### src/rtl/lsq_port_arbiter.sv
// Load/store arbiter for the single data-memory request port, with fence sequencing.
// Optional store-starvation guard enabled by defining LSQ_ARB_STARVE_GUARD_EN.
module lsq_port_arbiter #(
    parameter int unsigned STARVE_LIMIT    = 8,
    parameter int unsigned MAX_OUTSTANDING = 4,
    localparam int unsigned OUT_W          = $clog2(MAX_OUTSTANDING + 1)
) (
    input  logic             clk,
    input  logic             rst,
    input  logic             load_valid,
    input  logic             load_conflict,
    output logic             load_pop,
    input  logic             store_valid,
    output logic             store_pop,
    input  logic             sq_empty,
    input  logic             mem_ready,
    output logic             mem_valid,
    output logic             mem_is_store,
    input  logic             store_ack,
    input  logic             fence_req,
    output logic             fence_ack,
    output logic [OUT_W-1:0] outstanding_stores
);

    typedef enum logic [1:0] {
        ST_NORMAL,
        ST_DRAIN,
        ST_WAIT_ACK,
        ST_DONE
    } state_t;

    state_t           state;
    state_t           state_nxt;
    logic             fence_ack_nxt;
    logic [OUT_W-1:0] outstanding_nxt;

    logic load_ok;
    logic store_ok;
    logic force_store;
    logic grant_store;
    logic grant_load;

`ifdef LSQ_ARB_STARVE_GUARD_EN
    localparam int unsigned AGE_W = $clog2(STARVE_LIMIT + 1);

    logic [AGE_W-1:0] age;

    // Cycles the oldest store has been ready without being popped; saturates.
    always_ff @(posedge clk or negedge rst) begin
        if (!rst) begin
            age <= '0;
        end else if (store_pop || !store_valid) begin
            age <= '0;
        end else if (age < AGE_W'(STARVE_LIMIT)) begin
            age <= age + AGE_W'(1);
        end
    end

    assign force_store = (age >= AGE_W'(STARVE_LIMIT));
`else
    assign force_store = 1'b0;
`endif

    // Same-cycle grant selection; loads only compete while in NORMAL.
    always_comb begin
        grant_store = 1'b0;
        grant_load  = 1'b0;
        load_ok     = load_valid && !load_conflict && (state == ST_NORMAL);
        store_ok    = store_valid && (outstanding_stores < OUT_W'(MAX_OUTSTANDING));
        case (state)
            ST_NORMAL: begin
                grant_store = store_ok && (!load_ok || force_store);
                grant_load  = load_ok && !grant_store;
            end
            ST_DRAIN: begin
                grant_store = store_ok;
            end
            default: begin
                grant_store = 1'b0;
                grant_load  = 1'b0;
            end
        endcase
    end

    // Request outputs are forced low while reset is held, independent of the clock.
    always_comb begin
        mem_valid    = rst && (grant_store || grant_load);
        mem_is_store = rst && grant_store;
        load_pop     = rst && grant_load && mem_ready;
        store_pop    = rst && grant_store && mem_ready;
    end

    // Fence sequencer: block loads, drain the queue, wait for acks, then acknowledge.
    always_comb begin
        state_nxt     = state;
        fence_ack_nxt = 1'b0;
        case (state)
            ST_NORMAL: begin
                if (fence_req) begin
                    state_nxt = ST_DRAIN;
                end
            end
            ST_DRAIN: begin
                if (sq_empty && !store_pop) begin
                    state_nxt = ST_WAIT_ACK;
                end
            end
            ST_WAIT_ACK: begin
                if ((outstanding_stores == '0) ||
                    ((outstanding_stores == OUT_W'(1)) && store_ack)) begin
                    state_nxt = ST_DONE;
                end
            end
            ST_DONE: begin
                state_nxt = ST_NORMAL;
            end
            default: begin
                state_nxt = ST_NORMAL;
            end
        endcase
        fence_ack_nxt = (state_nxt == ST_DONE);
    end

    // In-flight store count; a pop and an ack in the same cycle cancel.
    always_comb begin
        outstanding_nxt = outstanding_stores;
        case ({store_pop, store_ack})
            2'b10: outstanding_nxt = outstanding_stores + OUT_W'(1);
            2'b01: begin
                if (outstanding_stores != '0) begin
                    outstanding_nxt = outstanding_stores - OUT_W'(1);
                end
            end
            default: outstanding_nxt = outstanding_stores;
        endcase
    end

    always_ff @(posedge clk or negedge rst) begin
        if (!rst) begin
            state              <= ST_NORMAL;
            fence_ack          <= 1'b0;
            outstanding_stores <= '0;
        end else begin
            state              <= state_nxt;
            fence_ack          <= fence_ack_nxt;
            outstanding_stores <= outstanding_nxt;
        end
    end

    param_range: assert property (@(posedge clk)
        (STARVE_LIMIT >= 1) && (MAX_OUTSTANDING >= 1));

    ack_needs_inflight: assert property (@(posedge clk) disable iff (!rst)
        store_ack |-> (outstanding_stores != '0));

    inflight_capped: assert property (@(posedge clk) disable iff (!rst)
        outstanding_stores <= OUT_W'(MAX_OUTSTANDING));

endmodule

### config.mk
export PLATFORM = sky130hd
export DESIGN_NAME = lsq_port_arbiter
export DESIGN_NICKNAME = d
export VERILOG_FILES = /design/src/rtl/lsq_port_arbiter.sv
export SDC_FILE = /design/constraint.sdc
export NUM_CORES = 1
export LEC_CHECK = 0
export ABC_AREA = 0
export ABC_CLOCK_PERIOD_IN_PS = 1800
export BUFFER_PORTS_ARGS = -buffer_cell sky130_fd_sc_hd__buf_2
export CAP_MARGIN = 5
export CORE_AREA = 5 5 42 44
export DETAILED_ROUTE_END_ITERATION = 10
export DIE_AREA = 0 0 47 49
export PLACE_DENSITY_LB_ADDON = 0.25
export SETUP_SLACK_MARGIN = 0.15
export SLEW_MARGIN = 10
export SYNTH_ARGS = -nofsm -noshare
export SYNTH_HDL_FRONTEND = slang
export SYNTH_SLANG_ARGS = --single-unit
### constraint.sdc
create_clock -name clk -period 1.8 [get_ports clk]
set_clock_uncertainty 0.2 [all_clocks]
set_input_delay 0.09 -clock clk [delete_from_list [all_inputs] [get_ports clk]]
set_output_delay 0.09 -clock clk [all_outputs]
set_load 0.02 [all_outputs]
==> metrics.txt, run 1 <==
Buf+Inv Stages, Crit Path=2; Final period util=0.940; Hold Path Depth=3; Initial Util=0.313; Setup CP Type=register to output pin; layout cells sized above 1=0.500; Slowest-stage cell, CP=or3_4; Mapped Area=438 µm²; RSZ-0062 raised after global routing=true; Clock transition at path regs=60 ps; worst path required time=1510 ps; final hold vios=0; Synth area leaders=dfrtp_1 (34%), ha_1 (11%), nand3b_4 (4.6%), nor3_1 (4.6%), nand2b_1 (4.3%); Core Region=1400 µm²; CTS tree=yes; Seq cells post-synth=6; initial antenna violation count=0; worst skew pair latency=260 ps; layout filler cell count=145; Mean Syn Cell Area=9.73 µm²; H-tree depth=1; Die H=49 µm; Synth Instances=45; CP peak stage delay=410 ps; Wirelength per Cell=12.5 µm; Port Buffers=16; post-route ant nets=0; FFs w/ async S/R, synth=1.00; critical path's top delay family=simple AND/OR/NAND/NOR gates; minimum clock period=1690 ps; Max Fclk=0.591 GHz; width of the die=47 µm; clk buf depth=2; worst path cell trace=nand2b_4, or3_4, clkinv_4, buf_6; routability cong.=0.674; Setup-failing EPs final=0; Final Util=0.476; Distinct cells, synth=24; total grt overflow=0; Leak=0.343 nW; vias in the first global route=412; Hold/Removal Path Class=input pin to register; die area=2300 µm²; Fin Setup TNS=0 ps; normalized max-slew margin=0.804; diode count=0; WHS=32.9 ps; first-pass GRT wire length=1660 µm; DR pass1 iterations=4; PwrDens=1370 nW/µm²; Final Max Slew Viols=0; worst slew pin tran=293 ps; CP endpoint kind=output pin; CTS Sinks=6; top-count cell post-synth=dfrtp_1; yosys warns=0; Synthesized Nets=58; worst-path fanout max=6; ys flop type=dfrtp_1; DRT Wirelength=1130 µm; WP data arrival=1400 ps; Final HPWL DP=776 µm; Synth top cells by count=dfrtp_1 (6), ha_1 (4), nand2_1 (4), nor3_1 (4); Worst setup SP type=register; CP Depth=4; EDFF count, synth=0; Vias=424; largest net degree at the start of global routing=9; Clock Root Buffer=clkbuf_4; Max-Cap Viols=0; Global Route Usage Sum=0.103; reg2reg path depth=5; total power=0.000917 W; top-area cell type share of the netlist area=0.343; Max rail drop VDD=0.617 mV; vias per inst=4.71; total CTS buffers=3; largest area contributor in the netlist=dfrtp_1; FP Rows=14; register area share after synthesis=0.343; final net count=88; outcome=finished, final reports clean; DR iter-0 viols=6; area grow syn2layout=52.3%; IO Count=17; DRC Markers=0
cell type report:
class | count | area, µm² | area share
inverters | 4 | 20.0 | 0.0300
flip-flops and latches | 6 | 155 | 0.233
clock buffers | 4 | 26.3 | 0.0394
well taps | 16 | 20.0 | 0.0300
repair buffers | 26 | 173 | 0.259
multi-input cells | 34 | 273 | 0.409
report_power, final:
part / total, W / internal (W) / leakage (nW) / switching, W
clock: 0.000145 / 0.0000847 / 0.0150 / 0.0000600
sequential: 0.000254 / 0.000204 / 0.0697 / 0.0000507
combinational: 0.000518 / 0.000246 / 0.258 / 0.000272
total: 0.000917 / 0.000534 / 0.343 / 0.000383
path summary, 6_finish.rpt:
| kind | startpoint | to | slack [ps] |
|---|---|---|---|
| min in group asynchronous | rst | outstanding_stores[1] | 200 |
| max in group asynchronous | rst | state[0] | 940 |
| worst min-delay path | store_ack | outstanding_stores[2] | 30 |
| worst max-delay path | outstanding_stores[2] | store_pop | 110 |
| worst min register to register | state[1] | state[1] | 320 |
| worst max register to register | outstanding_stores[2] | outstanding_stores[0] | 110 |
registers in the layout, summed over array words and instances (netlist names):
| register | cells |
|---|---|
| outstanding_stores | 3 |
| fence_ack | 1 |
| state | 2 |
per-layer routing:
layer	routed length [µm]	track usage
met5	0	0
met3	74	0.0332
met4	12	0.0691
met2	555	0.138
met1	483	0.134
worst register-to-register path: cells and delay by family (launching register included):
kind / cells / cell delay, ps
buffers and inverters: 1 / 140
AND/OR/NAND/NOR: 2 / 550
flip-flops: 1 / 400
multiplexers: 1 / 170
XOR/XNOR: 1 / 150
cells in the final DEF, fill, tap and decap left out, drive strengths merged:
cell and count:
nor2 3, nand2 4, nor2b 1, or2b 1, a21oi 2, buf 23, nand2b 3, inv 3
nand3b 1, or3 1, dlygate4sd3 3, o221ai 1, a221o 1, a211oi 1, dfrtp 6, mux2i 1
clkbuf 4, xnor2 1, o31ai 1, nor4 1, clkinv 1, o31a 1, nor3 4, ha 4
o21ai 1, nor3b 1
cells by family after synthesis:
logic type               Yosys count  share of synthesized area
AO/OA/AOI/OAI                      8                      0.143
XOR/XNOR                           1                     0.0200
adder cells (fa/ha/maj)            4                      0.114
buffers and inverters              5                     0.0629
flip-flops                         6                      0.343
multiplexers                       1                     0.0229
AND/OR/NAND/NOR                   20                      0.294
through the flow:
stage               worst slack [ps]  instances  area (µm²)
finish                           107         90         667
floorplan                       90.0         45         449
global route                    64.9         90         667
detailed placement               116         78         557
global placement                 129         78         557
CTS                             90.5         89         658
timing repair:
| item | in CTS | in global routing |
|---|---|---|
| setup endpoints to repair | 3 | 4 |
| hold buffers | 3 | 0 |
| setup buffers | 4 | 1 |
| gates resized for setup | 4 | 2 |
| pin swaps | 4 | 1 |
| hold endpoints to repair | 8 | 0 |
Power figures use the tool's default switching activity.
==> inputs of run 2 (changes only) <==
Settings changed: PLACE_DENSITY from default to 0.66, PLACE_DENSITY_LB_ADDON 0.25 to default.
==> run 2 against run 1 <==
  * Global-route usage rose by 0.71 points
  * First-iteration DRC count rose by 33%
  * Design area fell by 0.19%
  * Sequential power barely moved
  * Register-to-register slack barely moved
  * Combinational power rose by 3%
  * Largest power group unchanged
  * Sequential cell count did not move
==> metrics.txt, run 2 (synthesized netlist as in run 1, its figures left out) <==
Psw=0.000386 W (+0.87%); Setup-failing EPs final=0 (unchanged); initial antenna violation count=0 (unchanged); Max-Cap Viols=0 (unchanged); Post-DP Area=564 µm² (+1.3%); CP endpoint kind=output pin; Final period util=0.950 (+0.00994); WHS=58.7 ps (+25.7 ps); Clock transition at path regs=50 ps (about the same); Wirelength per Cell=11.9 µm (-4.8%); die area=2300 µm² (unchanged); Port Buffers=16 (unchanged); PwrDens=1390 nW/µm² (+1.1%); post-route ant nets=0 (unchanged); Leak=0.336 nW (-2.0%); layout filler cell count=142 (-2.1%); Gate power share=0.577 (+0.012); first-pass GRT wire length=1790 µm (+8.3%); Reg with most FFs=outstanding_stores; top flop regs=outstanding_stores: 3 flops, state: 2 flops, fence_ack: 1 flops; Clock power frac=0.145 (-0.013); met2 usage=0.167 (+0.0294); vias per inst=4.72 (+0.17%); Die H=49 µm (unchanged); Global Route Usage Sum=0.110 (+0.00708); max FFs per register=3 (unchanged); clk buf depth=2 (unchanged); CTS Sinks=6 (unchanged); routability cong.=0.771 (+14%); worst-path fanout max=6 (unchanged); Vias=420 (-0.94%); Max Fclk=0.585 GHz (-1.0%); DR iter-0 viols=8 (+2); Setup CP Type=register to output pin; layout cells sized above 1=0.521 (+0.0205); register share of total power=0.277 (about the same); Fin Setup TNS=0 ps (unchanged); total CTS buffers=3 (unchanged); met3 usage in global routing=0.0627 (+0.0295); FP Rows=14 (unchanged); final instance area=666 µm² (-0.19%); diode count=0 (unchanged); RSZ-0062 raised after global routing=true; WP data arrival=1420 ps (+20 ps); area grow syn2layout=52.0%; width of the die=47 µm (unchanged); most frequent cells in the layout=buf_2 (15), buf_4 (6), nand2_1 (4); IO Count=17 (unchanged); Worst setup SP type=register; vias in the first global route=457 (+11%); Final Max Slew Viols=0 (unchanged); outcome=finished, final reports clean; minimum clock period=1710 ps (+17.9 ps); Post-Layout Cell Count=89 (-1.1%); P_int=0.000540 W (+1.0%); M1 GR Usage=0.123 (-0.0112); GR peak layer=met2; total grt overflow=0 (unchanged); Initial Util=0.313 (unchanged); Core Region=1400 µm² (unchanged); placed insts=79 (+1.3%); DRC Markers=0 (unchanged); CTS tree=yes; normalized max-slew margin=0.822 (+0.0181); final hold vios=0 (unchanged); Hold/Removal Path Class=input pin to register; DRT Wirelength=1060 µm (-5.9%); worst skew pair latency=240 ps (-20 ps); worst slew pin tran=266 ps (-27.1 ps); worst path required time=1510 ps (about the same); final net count=87 (-1.1%); largest net degree at the start of global routing=9 (unchanged); Max rail drop VDD=0.688 mV (+11%); commonest non-fill, non-tap cell in the layout=buf_2; Clock Root Buffer=clkbuf_4; Final HPWL DP=829 µm (+6.9%); DR pass1 iterations=4 (unchanged); Switching Fraction=0.417 (about the same); H-tree depth=1 (unchanged)
==> run 2: what timing repair did <==
action                                  4_1_cts  5_1_grt
gates resized for setup                       3        3
endpoints found under the setup margin        3        6
pin swaps                                     1        2
hold buffers                                  3        0
setup buffers                                 3        0
hold endpoints to repair                      8        0
==> run 2: cell type report <==
cell class,count,area (µm²),area share
inverters,4,20.0,0.0301
repair buffers,25,161,0.242
multi-input cells,34,284,0.427
clock buffers,4,26.3,0.0395
flip-flops and latches,6,154,0.231
well taps,16,20.0,0.0301
==> run 2: power by group through the flow <==
stage	logic [W]	registers (W)	clock network, W
after global routing	0.000595	0.000266	0.000148
final	0.000534	0.000257	0.000135
after detailed placement	0.000487	0.000259	0
after CTS	0.000517	0.000259	0.000140
after global placement	0.000479	0.000256	0
after floorplan	0.000273	0.000307	0
==> run 2: routing by layer <==
metal / wire (µm) / up-vias
met4: 0 / 0
met3: 96 / 0
met5: 0 / -
li1: - / 211
met2: 527 / 13
met1: 435 / 196
==> run 2: per-stage QoR <==
step                      total power (W)   util  setup slack (ps)
final                            0.000926  0.475              89.6
after global placement           0.000736  0.403               131
after floorplan                  0.000580      -              90.0
after detailed placement         0.000746  0.403              82.6
after global routing              0.00101  0.475              38.0
after CTS                        0.000916  0.467              81.0
==> run 2: worst paths after layout <==
path	start	endpoint	slack, ps	cells past startpoint
setup / recovery	outstanding_stores[2]	store_pop	90	4
hold / removal	store_ack	outstanding_stores[2]	60	3
setup reg to reg	outstanding_stores[2]	outstanding_stores[2]	110	5
hold reg to reg	state[1]	state[1]	330	1
max in group asynchronous	rst	outstanding_stores[1]	970	3
min in group asynchronous	rst	state[1]	200	3
==> run 2: worst max-delay path: stages, from the launching register on <==
cell	delay (ps)
dfrtp_2	410
nand2b_4	140
or3_4	420
inv_6	90
buf_6	110
==> inputs of run 3 (changes only) <==
Settings changed: ABC_CLOCK_PERIOD_IN_PS 1800 to 1500, REMOVE_ABC_BUFFERS from default to 1, TNS_END_PERCENT from default to 20.
Clock period 1.8 ns to 1.5 ns, I/O delays scaled along.
==> run 3 against run 2 <==
  * The flow now finishes with violations (negative setup slack)
  * Non-clock buffer count grew 9
  * First-iteration DRC count up 13%
  * Combinational power grew 61%
  * Sequential share of layout area decreased by 3.5 points
  * Wire length is 22% higher
  * Sequential cell count unchanged
  * Highest routed layer is now met4
==> metrics.txt, run 3 (synthesized netlist as in run 1, its figures left out) <==
total power=0.00129 W (+39%); hold_sp=store_ack; CP endpoint kind=output pin; worst skew pair latency=250 ps (about the same); Leak=0.393 nW (+17%); most frequent cells in the layout=buf_4 (14), buf_2 (13), dfrtp_1 (6); placed insts=88 (+11%); Max Fclk=0.581 GHz; worst path required time=1220 ps (-290 ps); final instance area=764 µm² (+15%); area grow syn2layout=74.6%; worst r2r src=outstanding_stores[2]; WP data arrival=1450 ps (+30 ps); die area=2300 µm² (unchanged); routability cong.=0.809 (+4.9%); layout cells sized above 1=0.543 (+0.0227); Wirelength per Cell=13.3 µm (+12%); Vias=463 (+10%); Fin Setup TNS=-1370 ps (-1370 ps); Initial Util=0.313 (unchanged); Final HPWL DP=914 µm (+10%); Max-Cap Viols=0 (unchanged); DRC Markers=0 (unchanged); Final period util=1.15; R2R setup slack=-210 ps (-320 ps); Final Util=0.546 (+0.0705); commonest non-fill, non-tap cell in the layout=buf_4; CTS Sinks=6 (unchanged); layout filler cell count=131 (-7.7%); top flop regs=outstanding_stores: 3 flops, state: 2 flops, fence_ack: 1 flops; Reg with most FFs=outstanding_stores; CP startpoint=outstanding_stores[2]; Global Route Usage Sum=0.125 (+0.0156); FP Rows=14 (unchanged); first-pass GRT wire length=2050 µm (+14%); diode count=0 (unchanged); clk buf depth=2 (unchanged); largest net degree at the start of global routing=9 (unchanged); vias per inst=4.77 (+1.1%); post-route ant nets=0 (unchanged); Hold/Removal Path Class=input pin to register; worst-path fanout max=3 (-3); final worst slack=-220 ps (-310 ps); final net count=96 (+10%); final hold vios=0 (unchanged); IO Count=17 (unchanged); DR iter-0 viols=9 (+1); minimum clock period=1720 ps; Port Buffers=16 (unchanged); Clock Root Buffer=clkbuf_4; DRT Wirelength=1290 µm (+22%); CTS tree=yes; total CTS buffers=3 (unchanged); Setup-failing EPs final=9 (+9); total grt overflow=0 (unchanged); worst slew pin tran=297 ps (+31.3 ps); Die H=49 µm (unchanged); DR pass1 iterations=3 (-1); RSZ-0062 raised after global routing=true; Setup CP Type=register to output pin; Clock transition at path regs=50 ps (about the same); Max rail drop VDD=0.954 mV (+39%); Final Max Slew Viols=0 (unchanged); Post-DP Area=621 µm² (+10%); H-tree depth=1 (unchanged); Post-Layout Cell Count=97 (+9.0%); initial antenna violation count=0 (unchanged); vias in the first global route=483 (+5.7%); outcome=complete, but fails checks; PwrDens=1690 nW/µm² (+21%); width of the die=47 µm (unchanged); max FFs per register=3 (unchanged); Worst setup SP type=register; failing checks=negative setup slack; normalized max-slew margin=0.801 (-0.0210); Core Region=1400 µm² (unchanged)
## run 3: changes by cell type in the layout (fill, tap and decap cells not counted), moves of 2 or more
cell and delta:
buf_4 +8, buf_6 +3, dfrtp_1 +3, dfrtp_2 -3, buf_2 -2
## run 3: layer usage
layer  share of wire  GRT usage  up-vias
met4          0.0046     0.0276        0
met5               0          0        -
met1            0.36      0.128      215
li1                -          -      233
met3           0.080     0.0738        2
met2            0.56      0.213       13
## run 3: cell type report
cell class	instances	area, µm²	share of cell area
sequential	6	150	0.196
tap	16	20.0	0.0262
inverter	4	20.0	0.0262
multi-input combinational	34	307	0.401
timing repair buffer	34	245	0.321
clock buffer	3	22.5	0.0295
## run 3: worst max-delay path, stage by stage, from the launching register on
cell and delay (ps):
dfrtp_1 380, nand2b_4 150, or3_4 400, inv_6 80
buf_6 90, buf_6 100
## run 3: repair_timing
item / 4_1_cts / 5_1_grt
buffers inserted: 2 / 1
endpoints found under the hold margin: 8 / 0
gates resized for setup: 9 / 5
hold buffers: 3 / 0
setup endpoints to repair: 9 / 10
pin swaps: 3 / 6
## run 3: worst paths after layout
kind,to,cells past startpoint
setup reg to reg,outstanding_stores[0],5
max in group asynchronous,state[1],3
hold / removal,outstanding_stores[2],3
min in group asynchronous,outstanding_stores[2],3
hold reg to reg,state[1],2
setup / recovery,store_pop,5
## run 3: through the flow
stage / hold WS [ps] / setup WS, ps
5_1_grt: 61.8 / -301
3_5_place_dp: -171 / -172
4_1_cts: 49.3 / -239
6_report: 51.5 / -220
3_3_place_gp: -162 / -126
2_1_floorplan: -421 / -278
## run 3: power by group
group	switching [W]	internal (W)	total (W)
sequential	0.0000414	0.000234	0.000276
clock	0.0000635	0.0000909	0.000154
combinational	0.000415	0.000445	0.000860
total	0.000519	0.000770	0.00129
